**src/rtl/muldiv_pkg.sv**
```systemverilog
// Shared definitions for the iterative multiply/divide unit: op and state
// encodings, the iteration count and the two's-complement helpers.
package muldiv_pkg;

    localparam int ITER = 32;

    typedef enum logic [1:0] {
        OP_MULTU = 2'b00,
        OP_MULT  = 2'b01,
        OP_DIVU  = 2'b10,
        OP_DIV   = 2'b11
    } op_t;

    typedef enum logic [1:0] {
        S_IDLE = 2'd0,
        S_RUN  = 2'd1,
        S_FIX  = 2'd2,
        S_DONE = 2'd3
    } state_t;

    // Bit 0 of the op selects signed arithmetic, bit 1 selects divide.
    function automatic logic op_is_signed(input op_t op);
        return op[0];
    endfunction

    function automatic logic op_is_div(input op_t op);
        return op[1];
    endfunction

    // 32-bit negation; 0x80000000 maps onto itself.
    function automatic logic [31:0] neg32(input logic [31:0] x);
        return ~x + 32'd1;
    endfunction

    function automatic logic [63:0] neg64(input logic [63:0] x);
        return ~x + 64'd1;
    endfunction

    // Magnitude of a signed word, returned as an unsigned 32-bit value.
    function automatic logic [31:0] abs32(input logic [31:0] x);
        return x[31] ? neg32(x) : x;
    endfunction

endpackage

```
**src/rtl/muldiv_if.sv**
```systemverilog
// Request/result bundle between the EX stage and the multiply/divide unit.
interface muldiv_if;
    import muldiv_pkg::*;

    logic        start_i;
    op_t         op_i;
    logic [31:0] RSdata_i;
    logic [31:0] RTdata_i;
    logic        busy_o;
    logic        done_o;
    logic [31:0] hi_o;
    logic [31:0] lo_o;
    logic        divzero_o;

    // Pipeline side: issues requests, watches busy/done and results.
    modport master (
        output start_i, op_i, RSdata_i, RTdata_i,
        input  busy_o, done_o, hi_o, lo_o, divzero_o
    );

    // Unit side.
    modport slave (
        input  start_i, op_i, RSdata_i, RTdata_i,
        output busy_o, done_o, hi_o, lo_o, divzero_o
    );
endinterface

```
**src/rtl/muldiv_unit.sv**
```systemverilog
// Iterative 32x32 multiply / 32/32 divide unit. One shift-add or restoring
// shift-subtract step per cycle on magnitudes held in a 64-bit accumulator,
// followed by a sign-fix cycle and a registered result/done cycle.
module muldiv_unit
    import muldiv_pkg::*;
(
    input  logic     clk_i,
    input  logic     rst_i,
    muldiv_if.slave  bus
);

    state_t      r_state;
    state_t      w_state_next;
    logic [5:0]  r_cnt;
    op_t         r_op;
    logic [31:0] r_b;
    logic [63:0] r_acc;
    logic        r_neg_q;
    logic        r_neg_r;
    logic [31:0] r_res_hi;
    logic [31:0] r_res_lo;
    logic        r_res_dz;
    logic        r_done;
    logic [31:0] r_hi;
    logic [31:0] r_lo;
    logic        r_dz;
    logic        w_busy;

    logic        w_signed_req;
    logic        w_div_zero_req;
    logic [31:0] w_a_mag;
    logic [31:0] w_b_mag;
    logic [32:0] w_mul_sum;
    logic [63:0] w_mul_next;
    logic [32:0] w_div_diff;
    logic [63:0] w_div_next;

    // Request decode: magnitudes are only taken for signed ops.
    assign w_signed_req   = op_is_signed(bus.op_i);
    assign w_div_zero_req = op_is_div(bus.op_i) && (bus.RTdata_i == 32'd0);
    assign w_a_mag        = w_signed_req ? abs32(bus.RSdata_i) : bus.RSdata_i;
    assign w_b_mag        = w_signed_req ? abs32(bus.RTdata_i) : bus.RTdata_i;

    // Multiply step: conditionally add the multiplicand into the upper half,
    // then shift the 65-bit {carry, acc} right by one.
    assign w_mul_sum  = {1'b0, r_acc[63:32]} + (r_acc[0] ? {1'b0, r_b} : 33'd0);
    assign w_mul_next = {w_mul_sum, r_acc[31:1]};

    // Restoring divide step: the shifted partial remainder is acc[63:31];
    // a borrow (bit 32) means the trial subtract is discarded.
    assign w_div_diff = r_acc[63:31] - {1'b0, r_b};
    assign w_div_next = w_div_diff[32] ? {r_acc[62:0], 1'b0}
                                       : {w_div_diff[31:0], r_acc[30:0], 1'b1};

    // State register.
    always_ff @(posedge clk_i) begin
        if (rst_i) r_state <= S_IDLE;
        else       r_state <= w_state_next;
    end

    // Next-state and busy decode.
    always_comb begin
        w_state_next = r_state;
        w_busy       = 1'b0;
        unique case (r_state)
            S_IDLE: begin
                if (bus.start_i)
                    w_state_next = w_div_zero_req ? S_DONE : S_RUN;
            end
            S_RUN: begin
                w_busy = 1'b1;
                if (r_cnt == 6'(ITER - 1))
                    w_state_next = S_FIX;
            end
            S_FIX: begin
                w_busy       = 1'b1;
                w_state_next = S_DONE;
            end
            S_DONE: begin
                w_state_next = S_IDLE;
            end
            default: w_state_next = S_IDLE;
        endcase
    end

    // Datapath: latch request, iterate, sign-fix, then publish results.
    always_ff @(posedge clk_i) begin
        if (rst_i) begin
            r_cnt    <= 6'd0;
            r_op     <= OP_MULTU;
            r_b      <= 32'd0;
            r_acc    <= 64'd0;
            r_neg_q  <= 1'b0;
            r_neg_r  <= 1'b0;
            r_res_hi <= 32'd0;
            r_res_lo <= 32'd0;
            r_res_dz <= 1'b0;
            r_done   <= 1'b0;
            r_hi     <= 32'd0;
            r_lo     <= 32'd0;
            r_dz     <= 1'b0;
        end else begin
            r_done <= 1'b0;
            unique case (r_state)
                S_IDLE: begin
                    if (bus.start_i) begin
                        r_op    <= bus.op_i;
                        r_cnt   <= 6'd0;
                        r_b     <= w_b_mag;
                        r_acc   <= {32'd0, w_a_mag};
                        r_neg_q <= w_signed_req & (bus.RSdata_i[31] ^ bus.RTdata_i[31]);
                        r_neg_r <= w_signed_req & bus.RSdata_i[31];
                        if (w_div_zero_req) begin
                            r_res_lo <= 32'hFFFF_FFFF;
                            r_res_hi <= bus.RSdata_i;
                            r_res_dz <= 1'b1;
                        end
                    end
                end
                S_RUN: begin
                    r_acc <= op_is_div(r_op) ? w_div_next : w_mul_next;
                    r_cnt <= r_cnt + 6'd1;
                end
                S_FIX: begin
                    r_res_dz <= 1'b0;
                    if (op_is_div(r_op)) begin
                        r_res_lo <= r_neg_q ? neg32(r_acc[31:0])  : r_acc[31:0];
                        r_res_hi <= r_neg_r ? neg32(r_acc[63:32]) : r_acc[63:32];
                    end else begin
                        {r_res_hi, r_res_lo} <= r_neg_q ? neg64(r_acc) : r_acc;
                    end
                end
                S_DONE: begin
                    r_done <= 1'b1;
                    r_hi   <= r_res_hi;
                    r_lo   <= r_res_lo;
                    r_dz   <= r_res_dz;
                end
                default: ;
            endcase
        end
    end

    assign bus.busy_o    = w_busy;
    assign bus.done_o    = r_done;
    assign bus.hi_o      = r_hi;
    assign bus.lo_o      = r_lo;
    assign bus.divzero_o = r_dz;

endmodule

```
**src/flat_wrapper.sv**
```systemverilog
// flat-port wrapper written by rule: the top's interface ports become plain ports
module muldiv_unit_flat import muldiv_pkg::*;
  (clk_i, rst_i, bus_start_i, bus_op_i, bus_RSdata_i, bus_RTdata_i, bus_busy_o, bus_done_o, bus_hi_o, bus_lo_o, bus_divzero_o);
  muldiv_if bus_i ();
  input  logic clk_i;
  input  logic rst_i;
  input wire logic [$bits(bus_i.start_i)-1:0] bus_start_i;
  input wire logic [$bits(bus_i.op_i)-1:0] bus_op_i;
  input wire logic [$bits(bus_i.RSdata_i)-1:0] bus_RSdata_i;
  input wire logic [$bits(bus_i.RTdata_i)-1:0] bus_RTdata_i;
  output wire logic [$bits(bus_i.busy_o)-1:0] bus_busy_o;
  output wire logic [$bits(bus_i.done_o)-1:0] bus_done_o;
  output wire logic [$bits(bus_i.hi_o)-1:0] bus_hi_o;
  output wire logic [$bits(bus_i.lo_o)-1:0] bus_lo_o;
  output wire logic [$bits(bus_i.divzero_o)-1:0] bus_divzero_o;
  assign bus_i.start_i = bus_start_i;
  assign bus_i.op_i = bus_op_i;
  assign bus_i.RSdata_i = bus_RSdata_i;
  assign bus_i.RTdata_i = bus_RTdata_i;
  assign bus_busy_o = bus_i.busy_o;
  assign bus_done_o = bus_i.done_o;
  assign bus_hi_o = bus_i.hi_o;
  assign bus_lo_o = bus_i.lo_o;
  assign bus_divzero_o = bus_i.divzero_o;
  muldiv_unit u_core (.clk_i(clk_i), .rst_i(rst_i), .bus(bus_i));
endmodule
```
**config.mk**
```make
export PLATFORM = sky130hd
export DESIGN_NAME = muldiv_unit_flat
export DESIGN_NICKNAME = d
export VERILOG_FILES = /design/src/rtl/muldiv_pkg.sv /design/src/rtl/muldiv_if.sv /design/src/rtl/muldiv_unit.sv /design/src/flat_wrapper.sv
export SDC_FILE = /design/constraint.sdc
export NUM_CORES = 1
export LEC_CHECK = 0
export BUFFER_PORTS_ARGS = -buffer_cell sky130_fd_sc_hd__buf_2
export CAP_MARGIN = 40
export CELL_PAD_IN_SITES_DETAIL_PLACEMENT = 1
export CELL_PAD_IN_SITES_GLOBAL_PLACEMENT = 2
export CORE_MARGIN = 2
export CORE_UTILIZATION = 40
export CTS_BUF_LIST = sky130_fd_sc_hd__clkbuf_4 sky130_fd_sc_hd__clkbuf_8
export DETAILED_ROUTE_END_ITERATION = 10
export PLACE_DENSITY_LB_ADDON = 0.1
export SLEW_MARGIN = 0
export SYNTH_ARGS = -nofsm -noshare
export SYNTH_HDL_FRONTEND = slang
export SYNTH_SLANG_ARGS = --single-unit
```
**constraint.sdc**
```tcl
create_clock -name clk_i -period 6.05 [get_ports clk_i]
set_input_delay 0.3025 -clock clk_i [delete_from_list [all_inputs] [get_ports clk_i]]
set_output_delay 0.3025 -clock clk_i [all_outputs]
set_load 0.02 [all_outputs]
```
==> reports/results.ini, run 1 <==
[status]
status = completed

[clock_tree]
cts_buffers = 44
clock_sinks = 238
insertion_delay_ns = 0.61
clockBufferDepth = 3
postCtsSetupRepairBufs = 0
holdBufCountCts = 14
postCtsResizedCells = 0
cts_root_buf = clkbuf_8
cts_tree = built
clkTransAtPathRegs_ns = 0.06
htreeDepth = 2

[drt]
initialDrtViolationCount = 966
wl_mm = 61.09
wl_per_cell_um = 22.37
ant_nets = 0
firstDrtPassIters = 5
drc_errors = 0
vias = 15920
vias_per_cell = 5.829

[sta]
maxSlewHeadroom_pct = 43.22
tightest_slew_ns = 0.8517
hold_viol = 0
skew_ns = 0.03271
max_freq_mhz = 242.1
rsz0062_at_grt = false
period_share_pct = 68.26
setup_tns_ns = 0
final.min_clock_period_ns = 4.130
setup_viol = 0
finalMaxSlewViolations = 0

[setup_path]
ff2ff_path_depth = 12
crit_buf_inv = 1
cp-start-kind = flip-flop
r2r_end = u_core.r_acc[41]
r2r-start = u_core.r_acc[31]
path_delay_family = simple AND/OR/NAND/NOR gates
worst_path_max_delay_cell = or4b_4
crit_type = reg -> reg
startpoint = u_core.r_acc[31]
cp_slowest_stage_delay_ns = 0.61
cp_cell_sequence = inv_1, ha_1, fa_1, nand2b_1, a21oi_2, a311oi_1, or4b_4, a211oi_4, nor3_2, nor2_4, mux2_4, a221o_1
cp_max_fo = 10
ff2ff_setup_slack_ns = 1.92
cp.required_ns = 6.54
cp-end-kind = flip-flop
worstPathArrival_ns = 4.62

[power_and_ir_drop]
leakagePower_nw = 7.335
peakVddDrop_mv = 0.1688
cellPowerDensity_nw_per_um2 = 348.4

[worst_hold_path]
min_path_type = in -> reg
whs_endpoint = u_core.r_b[25]
worstHoldStart = bus_RTdata_i[25]
whs_path_depth = 4

[final_layout]
layout.cells.non_filler = 2731
layout_common_cells = nor2_1 (303), dfxtp_1 (237), nand2_1 (179), a21oi_1 (155), buf_2 (135)
filler_cell_count = 4948
mostFrequentLayoutCell = nor2_1
area.growth.synth_to_final_pct = 13.35
final_util_pct = 46.19
insertedDiodeCount = 0
num-nets-final = 2318
drive_gt1_share_pct = 12.51
final_area_sq_um = 18480

[synth]
synth_edf_count = 0
synth_seq_area_share_pct = 29.23
synthCells = 2093
synth_area_per_cell_sq_um = 7.789
synth_area_sq_um = 16300
synth-seq-cells = 238
syn-num-nets = 2237
synth-async-reset-ratio_pct = 0
yosys_most_used_dff = dfxtp_1
ys.warnings.count = 0
ys_types = 77

[placement]
placed_area_sq_um = 17410
place_congestion = 0.9102
dp.cells = 2639
place_hpwl_mm = 46.19
io_buffers = 135

[floorplan]
pin_count = 136
die_h_um = 205.9
die-area_sq_um = 42380
fp.dieW_um = 205.9
rows = 73
coreArea_sq_um = 40010
initial_core_util_pct = 40.75

[global_route]
grt_max_degree = 79
antenna_found_initial = 0
track_usage_pct = 28.51
grt_pass1_wl_mm = 93.05
overflow = 0
grt_pass1_vias = 15892

[run]
maxCapViolations = 0

==> synthesized netlist by cell type (12+ instances only) <==
master    number  area share [%]
nor3_1        38             1.2
nand3_1       35             1.1
nand2_1      179             4.1
and3_1        12            0.46
xor2_1        91             4.9
or3_1         22            0.84
o211ai_1      38             1.7
buf_1         20            0.46
nor2_1       303             7.0
mux2i_1      119             7.3
nand4_1       21            0.81
o21a_1        14            0.64
a311oi_1      40             2.1
clkbuf_1     104             2.4
a22oi_1       18            0.83
o21ai_0       93             2.9
a211oi_1      59             2.7
ha_1          73             5.6
nor4_1        16            0.61
xnor2_1       77             4.1
a21oi_1      156             4.8
a31oi_1       21            0.81
dfxtp_1      238              29
inv_1         73             1.7
a21o_1        35             1.6
o31ai_1       24             1.1
==> sequential cells by signal (all words and copies together), names as in the netlist, 2 cells and up <==
name	count
u_core.r_cnt	6
u_core.bus.hi_o	32
u_core.r_acc	64
u_core.bus.lo_o	32
u_core.r_res_lo	32
u_core.r_state	2
u_core.r_b	32
u_core.r_res_hi	32
==> logic make-up (layout without fill, tap and decap cells) <==
| group | count (synthesis) | after routing | share of synthesized area, % |
|---|---|---|---|
| AND/OR/NAND/NOR | 698 | 698 | 19.50 |
| buffers and inverters | 213 | 326 | 5.173 |
| adder cells (fa/ha/maj) | 75 | 75 | 5.849 |
| flip-flops | 238 | 238 | 29.23 |
| XOR/XNOR | 168 | 168 | 9.026 |
| multiplexers | 122 | 122 | 7.560 |
| AO/OA/AOI/OAI | 579 | 579 | 23.67 |
==> worst register-to-register path, stage by stage, from the launching register on <==
cell and delay (ns):
dfxtp_1 0.36, inv_1 0.12, ha_1 0.25, fa_1 0.40, nand2b_1 0.21, a21oi_2 0.27, a311oi_1 0.23, or4b_4 0.61
a211oi_4 0.32, nor3_2 0.16, nor2_4 0.45, mux2_4 0.35, a221o_1 0.29
==> where the power goes <==
part	total (mW)	internal, mW	switching [mW]
Sequential	2.03	1.79	0.241
Combinational	2.76	0.933	1.83
Clock	1.64	0.910	0.733
==> layout make-up <==
class,count,area (sq um),area share [%]
multi-input combinational,1642,10760,58.21
sequential,238,4766,25.79
timing repair buffer,174,1099,5.945
clock buffer,68,860.8,4.659
tap,525,656.9,3.555
inverter,74,277.8,1.503
clock inverter,10,62.56,0.3386
==> routing by layer <==
| metal | wire length (um) | global-route usage (%) |
|---|---|---|
| met2 | 29940 | 50.32 |
| met5 | 0 | 0 |
| met1 | 26850 | 35.86 |
| met3 | 2197 | 3.106 |
| met4 | 2105 | 10.18 |
==> per-stage QoR <==
step                      setup slack, ns  power (mW)  hold slack [ns]
after floorplan                     2.644       3.912           0.4315
after global placement              1.734       4.740           0.4426
after detailed placement            1.953       4.817           0.4463
after CTS                           1.942       6.492         0.002198
after global routing                1.665       6.845          0.02680
final                               1.920       6.438          0.05171
==> how the worst max path moves through the flow <==
stage | depth (start not counted) | end | slack, ns
6_report | 12 | u_core.r_acc[41] | 1.92
4_1_cts | 12 | u_core.r_acc[41] | 1.94
5_1_grt | 13 | u_core.r_acc[63] | 1.66
3_3_place_gp | 12 | u_core.r_acc[41] | 1.73
2_1_floorplan | 13 | u_core.r_acc[36] | 2.64
3_5_place_dp | 12 | u_core.r_acc[41] | 1.95
No activity file was read; power rests on OpenSTA's default activity.
==> run 2, diff against run 1 <==
--- a/config.mk
+++ b/config.mk
@@ -10,7 +10,7 @@
 export CELL_PAD_IN_SITES_DETAIL_PLACEMENT = 1
 export CELL_PAD_IN_SITES_GLOBAL_PLACEMENT = 2
 export CORE_MARGIN = 2
-export CORE_UTILIZATION = 40
+export CORE_UTILIZATION = 37
 export CTS_BUF_LIST = sky130_fd_sc_hd__clkbuf_4 sky130_fd_sc_hd__clkbuf_8
 export DETAILED_ROUTE_END_ITERATION = 10
 export PLACE_DENSITY_LB_ADDON = 0.1
==> constraint.sdc (replaced) <==
create_clock -name clk_i -period 4.16 [get_ports clk_i]
set_input_delay 0.208 -clock clk_i [delete_from_list [all_inputs] [get_ports clk_i]]
set_output_delay 0.208 -clock clk_i [all_outputs]
set_load 0.02 [all_outputs]
==> run 2 against run 1 <==
  * Clock skew grew 0.013 ns
  * Routed wire length increased by 3.8%
  * Highest routed layer unchanged
  * Cell area is 3.0% higher
  * Worst setup slack got worse by 1.7 ns
  * Largest cell class unchanged
  * Sequential power rose by 45%
==> reports/results.ini, run 2 (synthesis gave the netlist of run 1 again) <==
[final_layout]
drive_gt1_share_pct = 13.91  ; was 12.51%
filler_cell_count = 5357  ; was 4948
largest_reg_flops = 64  ; unchanged
insertedDiodeCount = 0  ; unchanged
regMostFlops = u_core.r_acc  ; unchanged
area.growth.synth_to_final_pct = 16.73  ; was 13.35%
regArea_sq_um = 4766  ; unchanged
mostFrequentLayoutCell = nor2_1  ; unchanged
num-nets-final = 2379  ; was 2318
multi_input_area_sq_um = 10740  ; was 10760 sq um
layout_common_cells = nor2_1 (303), dfxtp_1 (237), nand2_1 (179), a21oi_1 (155), buf_2 (135)  ; unchanged

[floorplan]
fp.dieW_um = 213.9  ; was 205.9 um
rows = 76  ; was 73
die-area_sq_um = 45750  ; was 42380 sq um
coreArea_sq_um = 43270  ; was 40010 sq um
pin_count = 136  ; unchanged
initial_core_util_pct = 37.68  ; was 40.75%
die_h_um = 213.9  ; was 205.9 um

[sta]
maxSlewHeadroom_pct = 39.37  ; was 43.22%
hold_viol = 0  ; unchanged
setup_viol = 0  ; unchanged
finalMaxSlewViolations = 0  ; unchanged
hold_ws_ns = 0.02231  ; was 0.05171 ns
tightest_slew_ns = 0.9095  ; was 0.8517 ns
skew_ns = 0.04599  ; was 0.03271 ns
final.min_clock_period_ns = 3.940  ; was 4.130 ns
setup_tns_ns = 0  ; unchanged
rsz0062_at_grt = false  ; unchanged
max_freq_mhz = 253.8  ; was 242.1 MHz
period_share_pct = 94.72  ; was 68.26%

[placement]
place_congestion = 0.9242  ; was 0.9102
io_buffers = 135  ; unchanged
place_hpwl_mm = 48.06  ; was 46.19 mm

[global_route]
grt_pass1_wl_mm = 98.10  ; was 93.05 mm
antenna_found_initial = 0  ; unchanged
grt_max_degree = 174  ; was 79
grt_pass1_vias = 16636  ; was 15892
track_usage_pct = 27.21  ; was 28.51%
overflow = 0  ; unchanged

[drt]
vias = 16065  ; was 15920
vias_per_cell = 5.637  ; was 5.829
initialDrtViolationCount = 899  ; was 966
wl_per_cell_um = 22.25  ; was 22.37 um
ant_nets = 0  ; unchanged
drc_errors = 0  ; unchanged
firstDrtPassIters = 5  ; unchanged
wl_mm = 63.40  ; was 61.09 mm

[setup_path]
crit_buf_inv = 2  ; was 1
r2r_end = u_core.r_acc[41]  ; unchanged
r2r-start = u_core.r_acc[31]  ; unchanged
path_delay_family = simple AND/OR/NAND/NOR gates  ; unchanged
cp-start-kind = flip-flop  ; unchanged
cp_cell_sequence = inv_1, ha_1, fa_1, nand2b_1, a21oi_2, a311oi_1, or4b_4, a211oi_4, nor3_2, nor2_4, buf_12, mux2_4, a221o_1  ; was inv_1, ha_1, fa_1, nand2b_1, a21oi_2, a311oi_1, or4b_4, a211oi_4, nor3_2, nor2_4, mux2_4, a221o_1
cp_slowest_stage_delay_ns = 0.58  ; was 0.61 ns
ff2ff_path_depth = 13  ; was 12
cp_max_fo = 9  ; was 10
cp.required_ns = 4.65  ; was 6.54 ns
crit_type = reg -> reg  ; unchanged
worst_path_max_delay_cell = or4b_4  ; unchanged
ff2ff_setup_slack_ns = 0.22  ; was 1.92 ns
cp-end-kind = flip-flop  ; unchanged
worstPathArrival_ns = 4.43  ; was 4.62 ns

[power_and_ir_drop]
p_total_mw = 9.610  ; was 6.438 mW
leakagePower_nw = 7.611  ; was 7.335 nW
p_comb_share_pct = 43.0  ; was 42.9%
cellPowerDensity_nw_per_um2 = 505.0  ; was 348.4 nW/um^2
intPower_mw = 5.449  ; was 3.632 mW
pwr-share-seq_pct = 30.7  ; was 31.5%
p_clk_share_pct = 26.3  ; was 25.5%
swShare_pct = 43.30  ; was 43.59%
peakVddDrop_mv = 0.2270  ; was 0.1688 mV
p_sw_mw = 4.161  ; was 2.806 mW

[clock_tree]
clock_sinks = 238  ; unchanged
cts_tree = built  ; unchanged
clkTransAtPathRegs_ns = 0.06  ; about the same
postCtsResizedCells = 0  ; unchanged
cts_buffers = 47  ; was 44
insertion_delay_ns = 0.64  ; was 0.61 ns
cts_root_buf = clkbuf_8  ; unchanged
clockBufferDepth = 3  ; unchanged
htreeDepth = 2  ; unchanged

[worst_hold_path]
whs_endpoint = u_core.r_b[20]  ; was u_core.r_b[25]
whs_path_depth = 3  ; was 4
min_path_type = in -> reg  ; unchanged
worstHoldStart = bus_RTdata_i[20]  ; was bus_RTdata_i[25]

[status]
status = completed  ; unchanged

[run]
maxCapViolations = 0  ; unchanged

==> run 2: worst max-delay path by stage <==
stage,start,to,depth (start not counted)
after global routing,u_core.r_acc[31],u_core.r_acc[35],12
after global placement,u_core.r_acc[31],u_core.r_acc[55],13
after CTS,u_core.r_acc[31],u_core.r_acc[49],13
final,u_core.r_acc[31],u_core.r_acc[41],13
after floorplan,u_core.r_acc[31],u_core.r_acc[36],13
after detailed placement,u_core.r_acc[31],u_core.r_acc[55],13
==> run 2: layer usage <==
| layer | vias to the layer above | GRT usage (%) | routed length, um |
|---|---|---|---|
| met1 | 7837 | 33.05 | 27550 |
| li1 | 7812 | - | - |
| met5 | - | 0 | 0 |
| met2 | 289 | 47.16 | 30560 |
| met4 | 0 | 13.73 | 3200 |
| met3 | 127 | 3.508 | 2091 |
==> run 2: through the flow <==
step | instance area, sq um | cells | worst slack [ns] | utilization, %
global placement | 17700 | 2735 | 0.3500 | 40.90
detailed placement | 17700 | 2736 | 0.1815 | 40.91
floorplan | 16300 | 2093 | 0.7542 | -
CTS | 19000 | 2848 | 0.1638 | 43.92
global route | 19030 | 2850 | 0.01592 | 43.98
finish | 19030 | 2850 | 0.2198 | 43.98
==> run 2: area by class of cell <==
cell class	count	share of cell area [%]
tap	585	3.846
clock buffer	70	4.603
sequential	238	25.04
inverter	74	1.460
timing repair buffer	232	8.094
multi-input combinational	1642	56.46
clock inverter	9	0.4931
==> run 2: power groups by stage <==
stage	Clock (mW)	Combinational [mW]	Sequential, mW
after floorplan	0	2.86	2.83
after global placement	0	4.04	2.99
after detailed placement	0	4.10	3.00
after CTS	2.60	4.14	2.95
after global routing	2.71	4.54	3.00
final	2.52	4.13	2.95
==> run 2: what timing repair did <==
item,4_1_cts,5_1_grt
hold endpoints to repair,53,0
setup buffers,0,2
hold buffers,33,0
endpoints found under the setup margin,0,11
==> run 2: worst min-delay path, stage by stage <==
cell      delay [ns]
buf_2           0.10
xor2_1          0.19
a211oi_1        0.10
